`config.mk`:
```
export PLATFORM = sky130hd
export DESIGN_NAME = logic_unit_bist
export DESIGN_NICKNAME = d
export VERILOG_FILES = /design/src/rtl/logic_unit_pkg.sv /design/src/rtl/lu_bist_delay.sv /design/src/rtl/logic_unit_bist.sv
export SDC_FILE = /design/constraint.sdc
export NUM_CORES = 1
export LEC_CHECK = 0
export CAP_MARGIN = 20
export CORE_MARGIN = 5
export CORE_UTILIZATION = 62
export CTS_CLUSTER_DIAMETER = 30
export CTS_CLUSTER_SIZE = 8
export DETAILED_ROUTE_END_ITERATION = 7
export PLACE_DENSITY_LB_ADDON = 0.05
export RECOVER_POWER = 50
export SLEW_MARGIN = 0
export SYNTH_ARGS = -nofsm -noshare
export SYNTH_HDL_FRONTEND = slang
export SYNTH_SLANG_ARGS = --single-unit
```
`constraint.sdc`:
```
create_clock -name clk -period 7.5 [get_ports clk]
set_input_delay 1.875 -clock clk [delete_from_list [all_inputs] [get_ports clk]]
set_output_delay 1.875 -clock clk [all_outputs]
set_load 0.005 [all_outputs]
```
`src/rtl/logic_unit_pkg.sv`:
```
// Shared types, select-code names and golden model for the 74181 logic-unit BIST.
package logic_unit_pkg;

  typedef logic [3:0] lu_sel_t;

  localparam lu_sel_t LU_NOT_A      = 4'h0;
  localparam lu_sel_t LU_NOR        = 4'h1;
  localparam lu_sel_t LU_NOTA_AND_B = 4'h2;
  localparam lu_sel_t LU_ZERO       = 4'h3;
  localparam lu_sel_t LU_NAND       = 4'h4;
  localparam lu_sel_t LU_NOT_B      = 4'h5;
  localparam lu_sel_t LU_XOR        = 4'h6;
  localparam lu_sel_t LU_A_AND_NOTB = 4'h7;
  localparam lu_sel_t LU_NOTA_OR_B  = 4'h8;
  localparam lu_sel_t LU_XNOR       = 4'h9;
  localparam lu_sel_t LU_PASS_B     = 4'hA;
  localparam lu_sel_t LU_AND        = 4'hB;
  localparam lu_sel_t LU_ONES       = 4'hC;
  localparam lu_sel_t LU_A_OR_NOTB  = 4'hD;
  localparam lu_sel_t LU_OR         = 4'hE;
  localparam lu_sel_t LU_PASS_A     = 4'hF;

  typedef enum logic [1:0] {
    LU_IDLE  = 2'd0,
    LU_RUN   = 2'd1,
    LU_DRAIN = 2'd2,
    LU_DONE  = 2'd3
  } lu_bist_state_t;

  // Operates on 32-bit operands; callers cast the result down to their width.
  function automatic logic [31:0] lu_golden(input lu_sel_t sel, input logic [31:0] a,
                                            input logic [31:0] b);
    logic [31:0] f;
    f = '0;
    case (sel)
      LU_NOT_A:      f = ~a;
      LU_NOR:        f = ~(a | b);
      LU_NOTA_AND_B: f = ~a & b;
      LU_ZERO:       f = '0;
      LU_NAND:       f = ~(a & b);
      LU_NOT_B:      f = ~b;
      LU_XOR:        f = a ^ b;
      LU_A_AND_NOTB: f = a & ~b;
      LU_NOTA_OR_B:  f = ~a | b;
      LU_XNOR:       f = ~(a ^ b);
      LU_PASS_B:     f = b;
      LU_AND:        f = a & b;
      LU_ONES:       f = '1;
      LU_A_OR_NOTB:  f = a | ~b;
      LU_OR:         f = a | b;
      LU_PASS_A:     f = a;
      default:       f = '0;
    endcase
    return f;
  endfunction

endpackage

```
`src/rtl/lu_bist_delay.sv`:
```
// Fixed-latency {valid, data} shift line aligning expected results with the responder.
module lu_bist_delay #(
  parameter int DW  = 4,
  parameter int LAT = 1
) (
  input  logic          clk,
  input  logic          rst_n,
  input  logic          i_flush,
  input  logic          i_vld,
  input  logic [DW-1:0] i_data,
  output logic          o_vld,
  output logic [DW-1:0] o_data
);

  generate
    if (LAT == 0) begin : g_thru
      assign o_vld  = i_vld;
      assign o_data = i_data;
    end else begin : g_line
      logic [LAT-1:0] r_vld;
      logic [DW-1:0]  r_data [LAT];

      always_ff @(posedge clk or negedge rst_n) begin
        if (!rst_n) begin
          r_vld <= '0;
          for (int i = 0; i < LAT; i++) r_data[i] <= '0;
        end else if (i_flush) begin
          r_vld <= '0;
        end else begin
          r_vld[0]  <= i_vld;
          r_data[0] <= i_data;
          for (int i = 1; i < LAT; i++) begin
            r_vld[i]  <= r_vld[i-1];
            r_data[i] <= r_data[i-1];
          end
        end
      end

      assign o_vld  = r_vld[LAT-1];
      assign o_data = r_data[LAT-1];
    end
  endgenerate

endmodule

```
`src/rtl/logic_unit_bist.sv`:
```
// BIST initiator sweeping every {s,a,b} vector into a 74181 logic unit and counting mismatches.
// Optional first-failure capture ports are enabled by defining LU_BIST_FAIL_LOG_EN.
module logic_unit_bist
  import logic_unit_pkg::*;
#(
  parameter int WIDTH      = 4,
  parameter int RESULT_LAT = 1
) (
  input  logic             clk,
  input  logic             rst_n,
  input  logic             start,
  input  logic             abort,
  output logic             busy,
  output logic             done,
  output logic             pass,
  output logic [15:0]      err_cnt,
  output logic [3:0]       dut_s,
  output logic [WIDTH-1:0] dut_a,
  output logic [WIDTH-1:0] dut_b,
  input  logic [WIDTH-1:0] dut_f
`ifdef LU_BIST_FAIL_LOG_EN
  ,
  output logic             fail_vld,
  output logic [3:0]       fail_s,
  output logic [WIDTH-1:0] fail_a,
  output logic [WIDTH-1:0] fail_b,
  output logic [WIDTH-1:0] fail_f
`endif
);

  localparam int VW = 4 + 2 * WIDTH;
`ifdef LU_BIST_FAIL_LOG_EN
  localparam int PW = VW + WIDTH;
`else
  localparam int PW = WIDTH;
`endif
  localparam logic [2:0] DRAIN_INIT = 3'((RESULT_LAT > 0) ? RESULT_LAT - 1 : 0);

  lu_bist_state_t r_state, w_state_nxt;
  logic [VW-1:0]    r_vec, w_vec_nxt;
  logic [WIDTH-1:0] r_exp, w_exp_nxt;
  logic             r_vld;
  logic [2:0]       r_drain;
  logic [15:0]      r_err, w_err_nxt;
  logic             r_pass;
  logic             w_last, w_enter_run, w_miss;
  logic [PW-1:0]    w_issue, w_tail;
  logic             w_tail_vld;
  logic [WIDTH-1:0] w_tail_exp;

  assign w_last      = &r_vec;
  assign w_enter_run = (w_state_nxt == LU_RUN) && (r_state != LU_RUN);
  assign w_vec_nxt   = w_enter_run ? '0 : r_vec + 1'b1;
  assign w_exp_nxt   = WIDTH'(lu_golden(w_vec_nxt[VW-1 -: 4],
                                        32'(w_vec_nxt[2*WIDTH-1 -: WIDTH]),
                                        32'(w_vec_nxt[WIDTH-1:0])));

  always_ff @(posedge clk or negedge rst_n) begin
    if (!rst_n) r_state <= LU_IDLE;
    else        r_state <= w_state_nxt;
  end

  always_comb begin
    w_state_nxt = r_state;
    case (r_state)
      LU_IDLE, LU_DONE: if (start) w_state_nxt = LU_RUN;
      LU_RUN:           if (w_last) w_state_nxt = (RESULT_LAT == 0) ? LU_DONE : LU_DRAIN;
      LU_DRAIN:         if (r_drain == 3'd0) w_state_nxt = LU_DONE;
      default:          w_state_nxt = LU_IDLE;
    endcase
    if (abort) w_state_nxt = LU_IDLE;
  end

  // The issue register is the first stage; the delay line adds RESULT_LAT more.
`ifdef LU_BIST_FAIL_LOG_EN
  logic [VW-1:0] w_tail_vec;
  assign w_issue    = {r_vec, r_exp};
  assign w_tail_vec = w_tail[PW-1 -: VW];
`else
  assign w_issue    = r_exp;
`endif
  assign w_tail_exp = w_tail[WIDTH-1:0];

  lu_bist_delay #(.DW(PW), .LAT(RESULT_LAT)) u_delay (
    .clk     (clk),
    .rst_n   (rst_n),
    .i_flush (abort),
    .i_vld   (r_vld),
    .i_data  (w_issue),
    .o_vld   (w_tail_vld),
    .o_data  (w_tail)
  );

  assign w_miss    = w_tail_vld && (dut_f != w_tail_exp);
  assign w_err_nxt = (w_miss && (r_err != 16'hFFFF)) ? r_err + 16'd1 : r_err;

  always_ff @(posedge clk or negedge rst_n) begin
    if (!rst_n) begin
      r_vec   <= '0;
      r_exp   <= '0;
      r_vld   <= 1'b0;
      r_drain <= '0;
      r_err   <= '0;
      r_pass  <= 1'b0;
    end else begin
      if (w_state_nxt == LU_RUN) begin
        r_vec <= w_vec_nxt;
        r_exp <= w_exp_nxt;
        r_vld <= 1'b1;
      end else begin
        r_vec <= '0;
        r_exp <= '0;
        r_vld <= 1'b0;
      end

      if (w_state_nxt == LU_DRAIN && r_state == LU_RUN) r_drain <= DRAIN_INIT;
      else if (r_state == LU_DRAIN && r_drain != 3'd0)   r_drain <= r_drain - 3'd1;

      if (w_enter_run) begin
        r_err  <= '0;
        r_pass <= 1'b0;
      end else if (abort) begin
        r_pass <= 1'b0;
      end else begin
        r_err <= w_err_nxt;
        if (w_state_nxt == LU_DONE && r_state != LU_DONE) r_pass <= (w_err_nxt == 16'd0);
      end
    end
  end

`ifdef LU_BIST_FAIL_LOG_EN
  always_ff @(posedge clk or negedge rst_n) begin
    if (!rst_n) begin
      fail_vld <= 1'b0;
      fail_s   <= '0;
      fail_a   <= '0;
      fail_b   <= '0;
      fail_f   <= '0;
    end else if (w_enter_run) begin
      fail_vld <= 1'b0;
      fail_s   <= '0;
      fail_a   <= '0;
      fail_b   <= '0;
      fail_f   <= '0;
    end else if (!abort && w_miss && !fail_vld) begin
      fail_vld <= 1'b1;
      fail_s   <= w_tail_vec[VW-1 -: 4];
      fail_a   <= w_tail_vec[2*WIDTH-1 -: WIDTH];
      fail_b   <= w_tail_vec[WIDTH-1:0];
      fail_f   <= dut_f;
    end
  end
`endif

  assign busy    = (r_state == LU_RUN) || (r_state == LU_DRAIN);
  assign done    = (r_state == LU_DONE);
  assign pass    = r_pass;
  assign err_cnt = r_err;
  assign dut_s   = r_vec[VW-1 -: 4];
  assign dut_a   = r_vec[2*WIDTH-1 -: WIDTH];
  assign dut_b   = r_vec[WIDTH-1:0];

endmodule

```
==> results of run 1 <==
==> cells in the mapped netlist, drive strengths merged (2+ instances only) <==
library cell and number:
mux2i 5, a21boi 2, xor2 14, nand3 18
xnor2 6, nor2 33, a41o 2, nor3b 2
inv 25, nand4 15, and4 12, o32ai 3
o311ai 2, nand2 29, nor4 6, or4 5
nand2b 7, nor3 22, and2 3, o22ai 3
o41ai 2, mux2 6, ha 23, o21ai 40
o211ai 4, or2 5, clkbuf 18, buf 9
dfrtp 44, o31ai 8, a41oi 2, a221oi 5
or3 4, and3 7, a31oi 5, o2111ai 2
a21oi 22
==> power by group through the flow <==
stage	registers, mW	clock network (mW)	logic (mW)
after floorplan	0.265	0	0.0652
after global placement	0.268	0	0.0993
after detailed placement	0.268	0	0.103
after CTS	0.263	0.184	0.103
after global routing	0.265	0.195	0.114
final	0.263	0.183	0.102
==> metrics by stage <==
| stage | util [%] | power, mW | cells | setup WS, ps | instance area [sq um] |
|---|---|---|---|---|---|
| finish | 73.4 | 0.548 | 532 | 2270 | 4070 |
| global route | 73.4 | 0.574 | 532 | 2020 | 4070 |
| CTS | 73.4 | 0.551 | 531 | 2410 | 4070 |
| detailed placement | 71.5 | 0.371 | 523 | 2070 | 3960 |
| global placement | 71.5 | 0.367 | 523 | 2190 | 3960 |
| floorplan | - | 0.331 | 435 | 3070 | 3570 |
==> cells in the final DEF, fill, tap and decap left out, types with 6 or more instances in the layout <==
master / n
sky130_fd_sc_hd__a21oi_1: 21
sky130_fd_sc_hd__and3_1: 7
sky130_fd_sc_hd__and4_1: 12
sky130_fd_sc_hd__clkdlybuf4s50_1: 22
sky130_fd_sc_hd__dfrtp_1: 44
sky130_fd_sc_hd__dlygate4sd3_1: 15
sky130_fd_sc_hd__ha_1: 23
sky130_fd_sc_hd__inv_1: 25
sky130_fd_sc_hd__mux2_2: 6
sky130_fd_sc_hd__nand2_1: 29
sky130_fd_sc_hd__nand2b_1: 7
sky130_fd_sc_hd__nand3_1: 18
sky130_fd_sc_hd__nand4_1: 14
sky130_fd_sc_hd__nor2_1: 33
sky130_fd_sc_hd__nor3_1: 21
sky130_fd_sc_hd__o21ai_0: 38
sky130_fd_sc_hd__o31ai_1: 8
sky130_fd_sc_hd__xnor2_1: 6
sky130_fd_sc_hd__xor2_1: 14
==> flip-flops by register name (all words and copies together) (netlist names) <==
name and cells:
r_exp 4, r_vld 1, pass 1, r_drain 3, u_delay.o_vld 1, r_vec 12
u_delay.o_data 4, r_state 2, err_cnt 16
==> metal layers <==
metal / up-vias / track usage (%)
li1: 1667 / -
met1: 1666 / 33.8
met2: 189 / 43.2
met3: 41 / 4.03
met4: 0 / 13.2
met5: - / 0
==> kinds of logic (layout without fill, tap and decap cells) <==
logic type | after synthesis | in the layout | share of synthesized area, %
buffers and inverters | 52 | 77 | 5.85
adders and majority gates | 23 | 23 | 8.06
and+or+nand+nor | 171 | 171 | 26.0
xor gates and xnor gates | 20 | 20 | 4.91
muxes | 11 | 11 | 3.29
AOI/OAI and AO/OA | 114 | 114 | 21.1
DFF | 44 | 44 | 30.8
==> worst max-delay path, cell delays in order <==
cell and delay, ps:
sky130_fd_sc_hd__dlygate4sd3_1 1110, sky130_fd_sc_hd__nor2_1 170, sky130_fd_sc_hd__o2111a_1 180, sky130_fd_sc_hd__buf_4 230, sky130_fd_sc_hd__a21oi_1 380, sky130_fd_sc_hd__ha_1 330
sky130_fd_sc_hd__nand2_1 70, sky130_fd_sc_hd__a21oi_1 60, sky130_fd_sc_hd__or4_1 490, sky130_fd_sc_hd__o22ai_1 150, sky130_fd_sc_hd__nor4_1 90, sky130_fd_sc_hd__a221oi_1 300
==> final timing paths <==
check	start	slack, ps	depth (start not counted)	endpoint
max	abort	2270	12	r_exp[2]
min	r_exp[1]	480	1	u_delay.o_data[1]
max reg2reg	r_vec[0]	4110	11	r_exp[2]
min reg2reg	r_exp[1]	480	1	u_delay.o_data[1]
max in group asynchronous	rst_n	3790	2	err_cnt[4]
min in group asynchronous	rst_n	1380	1	r_drain[0]
==> cell type report <==
type	count	area [sq um]
clock inverter	2	35.0
clock buffer	6	72.6
inverter	25	93.8
fill	451	1470
timing repair buffer	44	415
tap	72	90.1
multi-input combinational	339	2260
sequential	44	1100
==> run summary, run 1 <==
For this configuration, the core starts out at a cell density of 64.5%. Summed over all layers, the routed wires come to 9570 um. The total setup violations reported at the end of the flow was 0. Summed over all instances, the cell type with the most area after synthesis is sky130_fd_sc_hd__dfrtp_1. The number of standard-cell rows in the floorplan was 27; the fraction of the yosys area taken by sequential cells was 30.8%. The detail route stage leaves a number of antenna-violating nets equal to 0.

Initial antenna violation count: 0. For this run, the top clock speed supported by timing is 191 MHz. The routed length per placed instance works out to 18.0 um.

During synthesis, Yosys emitted a total of 0 warnings. The layout net count is 490, and the number of ports placed on the die boundary is 39. The min-delay analysis places its worst path in the category reg -> reg. The aggregate global-route resource usage came out at 26.4%. The run gives 5440 ps as the critical path data arrival time.

The tools report the root buffer cell as sky130_fd_sc_hd__clkbuf_8. In this run the biggest area consumer among cell types represents 30.8% of the synthesized area. The antenna cell count is 0, and the cell-internal power is 0.391 mW. Share of power burned in combinational logic: 18.6%. Synthesized area divided by synthesized cell count: 8.21 sq um.

Once detailed placement completed, the half-perimeter wirelength came to 6690 um. Number of I/O port buffers: 38. After synthesis, the cell types taking the most area are sky130_fd_sc_hd__dfrtp_1, sky130_fd_sc_hd__ha_1, sky130_fd_sc_hd__o21ai_0. The tools report the number of global-route vias before repair as 3,285. The first global-routing pass estimated 15,700 um of wire. The path type of the worst setup path was in -> reg.

The amount of wire on met3 after detailed routing was 780 um; the hold slack was 485 ps. The worst pin sits at a relative slew slack of -45.7%. Core outline area: 5540 sq um. For the number of maximum-capacitance constraint violations, the log shows 1. After synthesis the netlist holds a flip-flop and latch count of 44. The share of total power dissipated in the clock network is 33.4%. The DRC marker count from the first detailed-route iteration is 352, and the pin count of the biggest net entering global routing is 45. For this run, the leading register cell type out of synthesis is sky130_fd_sc_hd__dfrtp_1. For this design the ratio of total power to cell area is 135 nW/um^2. For the finished layout, the period the worst path requires is 5230 ps. Post-CTS timing repair inserted 0 buffers for setup. The run gives 48.0% as the sequential cell fraction of total power. Clock-pin slew was measured on the worst setup and hold paths at 80 ps. Clock latency at the later pin of the worst-skew pair: 310 ps. The congestion estimate from routability-driven global placement came to 1.05. The floorplan step defined a die boundary enclosing 7380 sq um. The logs give 3840 um for the post-route met1 wirelength and 7710 ps for the data required time at the worst endpoint. TritonCTS built the clock tree. In this run the number of H-tree levels came out at 2. The transition time at the pin with the least slew margin works out to 2180 ps. STA classifies the critical path endpoint as a flip-flop. The checks that failed: max-capacitance violations, max-slew violations. The maximum fanout encountered on the critical timing path was 27; the clock sink count was 44. Launching element type of the critical path: a primary input. The proportion of synthesized flip-flops having asynchronous set or reset was 100%; the net load switching power was 0.158 mW.

TritonCTS created 5 clock buffers. The number of different library cells used by synthesis comes to 59. The clock passes through at most 2 buffers. Net switching is 28.8% of the power.

The ratio of final minimum period to clock period came out at 69.8%. Post-CTS repair changed the size of 0 cells. In this run, post-CTS hold repair placed 0 buffers. Counting every net in the synthesized netlist gives 466. IR analysis of the VDD net gives a maximum drop of 102 uV. The logs give 4610 um for the detailed route wirelength on metal2 and 42 for the count of final max-slew check failures. The number of synthesized flops with an enable pin was 0. The floorplan step set the die width to 85.9 um. The flow ran to the end, but the final reports show violations. Summed over all failing endpoints, the final setup total negative slack is 0 ps. The count of endpoints failing hold in the final timing report was 0. The final clock skew is 12.2 ps.

The analysis attributes to cell leakage a power of 1.74 nW. The overall overflow remaining after global route is 0, and the post-synthesis instance area is 3570 sq um. Setup repair after global routing left no endpoint under its margin.

The number of optimization iterations in the first detailed-route pass was 5; the total DRC errors in the routed layout was 0. The die is 85.9 um tall. The gate count after technology mapping came out at 435. The run gives 3,563 as the total vias in the final route.

The share of final-layout standard cells stronger than drive strength 1 was 6.09%. The mean number of vias per cell is 6.70, and the area added between synthesis and finish is 13.9%. After detailed routing, no signal wire sits above met4.
Note: power is estimated with default switching activity, not from simulation.
==> run 2, diff against run 1 <==
- CORE_UTILIZATION: 62 -> 58
- clock period: 7.5 -> 5.5 ns (I/O delays scaled with it)
==> run 2 against run 1 <==
Net effect:
- the run still ends with max-capacitance violations, max-slew violations left
- first-iteration DRC count is 8.2% higher
- global-route usage hardly changed
- combinational power is 37% higher
- worst hold slack worse by 0.52 ps
- design area is 0.65% higher
- sequential share of layout area is 0.17 points lower
- clock skew hardly changed
- register-to-register slack worse by 2100 ps
- count of clock-buffer cells in the layout stayed put
- sequential power is 37% higher
==> run summary, run 2 (synthesis results as in run 1) <==
Post-CTS repair changed the size of 0 cells. The tree is rooted in a sky130_fd_sc_hd__clkbuf_8. After floorplanning, the core was sized to cover 5960 sq um. The number of ports placed on the die boundary is 39, and the power density relative to cell area is 182 nW/um^2. The detailed router finished its first iteration with 381 violations. Leaving out fill and tap cells, the most frequent cells in the layout are sky130_fd_sc_hd__dfrtp_1, sky130_fd_sc_hd__o21ai_0, sky130_fd_sc_hd__nor2_1.

Across the routed clock network, the largest skew measured is 12.3 ps. The weighted congestion at the end of routability-driven global placement is 0.887. The area growth from synthesis to layout is 14.7%. Summed over all failing endpoints, the final setup total negative slack is 0 ps.

In this run the number of H-tree levels came out at 2. The logs give 3990 sq um for the placement-stage cell area and 45 for the pin count of the biggest net entering global routing. The clock period could shrink to 4320 ps. The number of global-route vias before repair came out at 3,361.

The starting density of the core was 60.0%; the depth of the worst hold-timing path was 1. The met1 usage came out at 33.6%. For met2 alone, demand over resource in global routing was 45.1%. The overall overflow remaining after global route is 0, and the maximum clock rate is 232 MHz.

After clock tree synthesis, the clock-pin slew on the worst setup and hold paths is 90 ps. The total non-filler cell area in the finished layout is 4100 sq um, and the total setup buffers inserted after CTS is 0. The tightest slew margin relative to the limit came out at -17.4%.

The number of maximum-capacitance constraint violations is 1. The tools report the initial antenna violation count as 0. The checks that failed: max-capacitance violations, max-slew violations. The final wirelength is 9850 um, and the CTS buffer count is 5. For the pin with the worst max-slew slack, the measured transition is 1760 ps.

The mean number of vias per cell was 6.53. The run gives 0 as the antenna cell count. The flow ran to the end, but the final reports show violations. In this run the vertical extent of the chip is 88.5 um. The run gives 5710 ps as the data required time at the worst endpoint. The library cell used most frequently in the layout, excluding fill and tap cells, is sky130_fd_sc_hd__dfrtp_1. The worst-case IR drop observed on VDD is 116 uV.

The final critical path takes up 78.5% of the cycle. TritonCTS built the clock tree. In the global route stage, met3 resource usage came out at 4.75%.

The share of final-layout standard cells stronger than drive strength 1 came out at 6.70%. The count of endpoints failing hold in the final timing report was 0; the number of optimization iterations in the first detailed-route pass was 5. The logs give 529 for the number of instances in the placed design and 1.73 nW for the leakage power summed over all cells. The detail route stage leaves a number of antenna-violating nets equal to 0. The longest clock path from root to sink contains 2 buffers. The tools report the category of the worst setup path capture point as a flip-flop. Floorplan die area: 7830 sq um. The path type of the worst setup path was in -> reg. The first global-routing pass estimated 16,300 um of wire.

The horizontal die dimension works out to 88.5 um. In this run the worst hold path is classified as reg -> reg. Clock latency on the worst-skew pair, taken at its later pin, is 300 ps. Critical path data arrival time: 4520 ps. The number of I/O port buffers was 38. At the end of the flow, the number of nets in the layout was 493. The count of final max-slew check failures was 33.

The non-filler instance count after layout was 538. The register with the most flip-flops in the layout has 16 of them. The clock sink count was 44; the number of standard-cell rows in the floorplan was 28. The HPWL after detailed placement is 7040 um.

In the global route stage, overall resource usage came out at 26.4%. For the total setup violations reported at the end of the flow, the log shows 0. The maximum fanout encountered on the critical timing path works out to 26. The count of hold-fix buffers inserted at cts came out at 0. Setup repair after global routing left no endpoint under its margin. Global routing's busiest layer: met2. After detailed routing, the number of remaining DRC violations is 0. For the worst flop-to-flop path, the logic depth is 11.

Summing over every cut layer, the via total after detailed routing is 3,515. The filler cells instantiated in the layout total 519. The worst setup path is launched from a primary input.

The routed length per placed instance was 18.3 um.
## run 2: power by group
part	total [mW]	internal, mW	switching, mW
clock	0.247	0.135	0.112
sequential	0.359	0.342	0.0168
combinational	0.140	0.0555	0.0848
## run 2: worst paths after layout
kind / from / to / slack [ps]
min reg2reg: r_exp[1] / u_delay.o_data[1] / 480
min in group asynchronous: rst_n / r_drain[0] / 1090
max: abort / r_exp[2] / 1180
max in group asynchronous: rst_n / r_exp[1] / 2330
min: r_exp[1] / u_delay.o_data[1] / 480
max reg2reg: r_vec[0] / r_exp[2] / 2010
## run 2: metrics by stage
stage               setup slack [ps]  total power [mW]  utilization, %  hold WS [ps]
CTS                             1310             0.751            68.7           489
detailed placement               987             0.507            66.9           471
floorplan                       1570             0.451               -           439
global placement                1140             0.502            66.9           467
global route                     940             0.782            68.8           504
finish                          1180             0.747            68.8           484
## run 2: area by class of cell
type                    count  area (sq um)  area share [%]
flip-flops and latches     44          1100            26.9
well taps                  75          93.8            2.29
repair buffers             47           438            10.7
clock buffers               6          72.6            1.77
inverters                  25          93.8            2.29
clock inverters             2          35.0           0.855
multi-input cells         339          2260            55.2
## run 2: routing by layer
layer  share of wire (%)  wire, um  up-vias
met4                 2.0       196        0
met5                   0         0        -
met2                  49      4850      146
met1                  42      4120     1677
li1                    -         -     1666
met3                 6.9       682       26
## run 2: critical path, stage by stage
cell and delay, ps:
sky130_fd_sc_hd__dlygate4sd3_1 540, sky130_fd_sc_hd__buf_4 230, sky130_fd_sc_hd__nor2_1 180, sky130_fd_sc_hd__o2111a_1 460
sky130_fd_sc_hd__a21oi_1 190, sky130_fd_sc_hd__ha_1 380, sky130_fd_sc_hd__nand2_1 80, sky130_fd_sc_hd__a21oi_1 70
sky130_fd_sc_hd__or4_1 470, sky130_fd_sc_hd__o22ai_1 160, sky130_fd_sc_hd__nor4_1 90, sky130_fd_sc_hd__a221oi_1 300
==> run 3, diff against run 2 <==
- clock period: 5.5 -> 4 ns (I/O delays scaled with it)
==> run 3 against run 2 <==
Net effect:
- the run still ends with max-capacitance violations, max-slew violations left
- sequential power increased by 38%
- combinational power increased by 39%
- clock power increased by 37%
- clock skew decreased by 9.0 ps
- utilization increased by 0.95 points
- die area unchanged
- non-clock buffer count increased by 8
- flip-flop and latch count unchanged
- sequential share of layout area decreased by 0.36 points
- count of clock-buffer cells in the layout unchanged
- critical path depth decreased by 4
- critical path type unchanged
==> run summary, run 3 (synthesis results as in run 1) <==
The tools report the summed negative setup slack over all endpoints as 0 ps. Row generation in the floorplan step produced 28 rows. The flow ran to the end, but the final reports show violations.

The core outline area was 5960 sq um. Setup slack closes at 425 ps. Once detailed placement completed, the half-perimeter wirelength came to 7070 um. The clock arrives with 3.29 ps of skew. The logs give 3,252 for the number of global-route vias before repair and 3800 ps for the critical path data arrival time. Depth of the worst hold-timing path: 1.

The cell depth of the worst flop-to-flop path came out at 11. The tightest slew margin relative to the limit is -14.6%, and the number of optimization iterations in the first detailed-route pass is 5. Setup violations remaining at the end of the flow were counted as 0. In the final routed layout, each cell accounts on average for 17.9 um.

The cell with the largest stage delay on the worst path was sky130_fd_sc_hd__dlygate4sd3_1. The clock passes through at most 2 buffers. The last element of the critical path is pass. From left edge to right edge, the die measures 88.5 um. The number of ports placed on the die boundary is 39, and the area added between synthesis and finish is 16.3%. Leakage power summed over all cells: 1.77 nW.

The total vias in the final route is 3,587. During placement, the flow inserted port buffers numbering 38. Number of maximum-capacitance constraint violations: 1. Setup repair after global routing left no endpoint under its margin.

The detail route stage leaves a number of antenna-violating nets equal to 0. In the global route stage, overall resource usage came out at 25.4%. IR analysis of the VDD net gives a maximum drop of 168 uV.

Derived from the worst setup path, the maximum achievable clock frequency is 280 MHz. The final critical path takes up 89.4% of the cycle. Entering global routing, the biggest net connects 45 pins. The global routing met2 resource utilization is 42.5%. The die covers 7830 sq um. Wires add up to 9760 um.

In this run the cell area measured after placement is 4050 sq um. STA classifies the critical path endpoint as a flip-flop. The pre-CTS setup slack was 277 ps; the number of gates resized after CTS was 0.

By startpoint and endpoint, the worst setup path is classified as in -> reg. The tools report the count of hold-fix buffers inserted at cts as 0. The number of levels in the clock H-tree was 2; the met1 usage was 32.9%.

The mean number of vias per cell was 6.57; the final critical delay including setup and external delays was 3580 ps. The min-delay analysis places its worst path in the category reg -> reg. The largest stage delay on the critical path is 550 ps, and the share of final-layout standard cells stronger than drive strength 1 is 8.07%. In this run the most used layer during global routing was met2. The endpoint identified for the worst register-to-register timing path is r_exp[2]. Total of fill cells in the finished design: 510. Startpoint of the worst register-to-register path: r_vec[0]. TritonCTS built the clock tree. Across all register-to-register paths, the minimum setup slack is 810 ps. The height of the chip was 88.5 um; the flip-flop count of the largest register, all copies and words added was 16. The tree built by TritonCTS fans out to 44 sinks. Initial antenna violation count: 0.

Startpoint of the most critical hold path: r_exp[1]. Global routing consumed, on the met3 layer, 4.38% of the routing resources. Post-CTS clock slew at the launch and capture registers of the worst setup and hold paths: 80 ps. Clock tree synthesis selected as its root buffer the cell sky130_fd_sc_hd__clkbuf_8. The count of final max-slew check failures is 32. After the first detailed-routing iteration, the DRC count stood at 336.

Dividing total power by cell area gives a power density of 248 nW/um^2. Once the floorplan was initialized, standard cells occupied 60.0% of the core. In this run the worst path has a maximum fanout of 25. Most repeated library cell on the critical path: sky130_fd_sc_hd__or4_1.

The clock latency at the later pin of the worst-skew pair was 300 ps; the data required time at the worst endpoint was 4230 ps. STA classifies the critical path startpoint as a primary input. After routing the design area is 4150 sq um. The congestion estimate from routability-driven global placement came to 0.968.

The run gives 501 as the layout net count. Critical path launch point: abort. The critical path goes through dlygate4sd3_1 > clkbuf_1 > a211o_1 > a21oi_1 > inv_1 > or4_1 > or4_1 > o21ai_1. The CTS buffer count is 5. The number of antenna diodes in the final layout is 0. The first global-routing pass estimated 15,800 um of wire. Leaving out fill and tap cells, the most frequent cell in the layout is sky130_fd_sc_hd__dfrtp_1. The transition time at the pin with the least slew margin is 1720 ps. The count of endpoints failing hold in the final timing report came out at 0. The checks that failed: max-capacitance violations, max-slew violations. In the layout the commonest cells are sky130_fd_sc_hd__dfrtp_1, sky130_fd_sc_hd__o21ai_0, sky130_fd_sc_hd__nor2_1.

For the total DRC errors in the routed layout, the log shows 0. Overall overflow remaining after global route: 0. Total setup buffers inserted after CTS: 0. The tools report the overall power after layout as 1.03 mW.
[run 3: cell types whose count changed in the layout (fill, tap and decap cells not counted)]
cell / before / now
sky130_fd_sc_hd__clkbuf_1: 3 / 4
sky130_fd_sc_hd__buf_4: 8 / 15
sky130_fd_sc_hd__dlygate4sd3_1: 10 / 9
sky130_fd_sc_hd__clkdlybuf4s50_1: 27 / 28
[run 3: final cells by class]
cell class	count	area [sq um]	share of cell area (%)
multi-input cells	339	2260	54.5
flip-flops and latches	44	1100	26.5
repair buffers	55	494	11.9
inverters	25	93.8	2.26
well taps	75	93.8	2.26
clock buffers	6	72.6	1.75
clock inverters	2	35.0	0.844
[run 3: layer usage]
metal | up-vias | part of all wire (%)
met3 | 31 | 7.9
li1 | 1690 | -
met2 | 170 | 48
met5 | - | 0
met1 | 1696 | 41
met4 | 0 | 3.1
[run 3: critical path: cells and delay by family]
kind                   cells  cell delay, ps
AO/OA/AOI/OAI              3             710
buffers and inverters      3            1110
AND/OR/NAND/NOR            2             980
[run 3: through the flow]
step / hold WS (ps) / instances / utilization (%)
CTS: 487 / 545 / 69.7
finish: 481 / 546 / 69.7
floorplan: 439 / 435 / -
global placement: 447 / 537 / 67.9
detailed placement: 467 / 537 / 67.9
global route: 514 / 546 / 69.7
[run 3: power by group]
group,leakage [nW],switching [mW],internal (mW),total [mW]
clock network,0.0552,0.153,0.185,0.338
registers,0.597,0.0237,0.471,0.494
logic,1.12,0.116,0.0792,0.195
[run 3: worst min-delay path by stage]
stage	end	slack (ps)
after floorplan	u_delay.o_vld	440
after global placement	u_delay.o_vld	450
after detailed placement	u_delay.o_data[1]	470
after CTS	u_delay.o_data[1]	490
after global routing	u_delay.o_data[1]	510
final	u_delay.o_data[1]	480
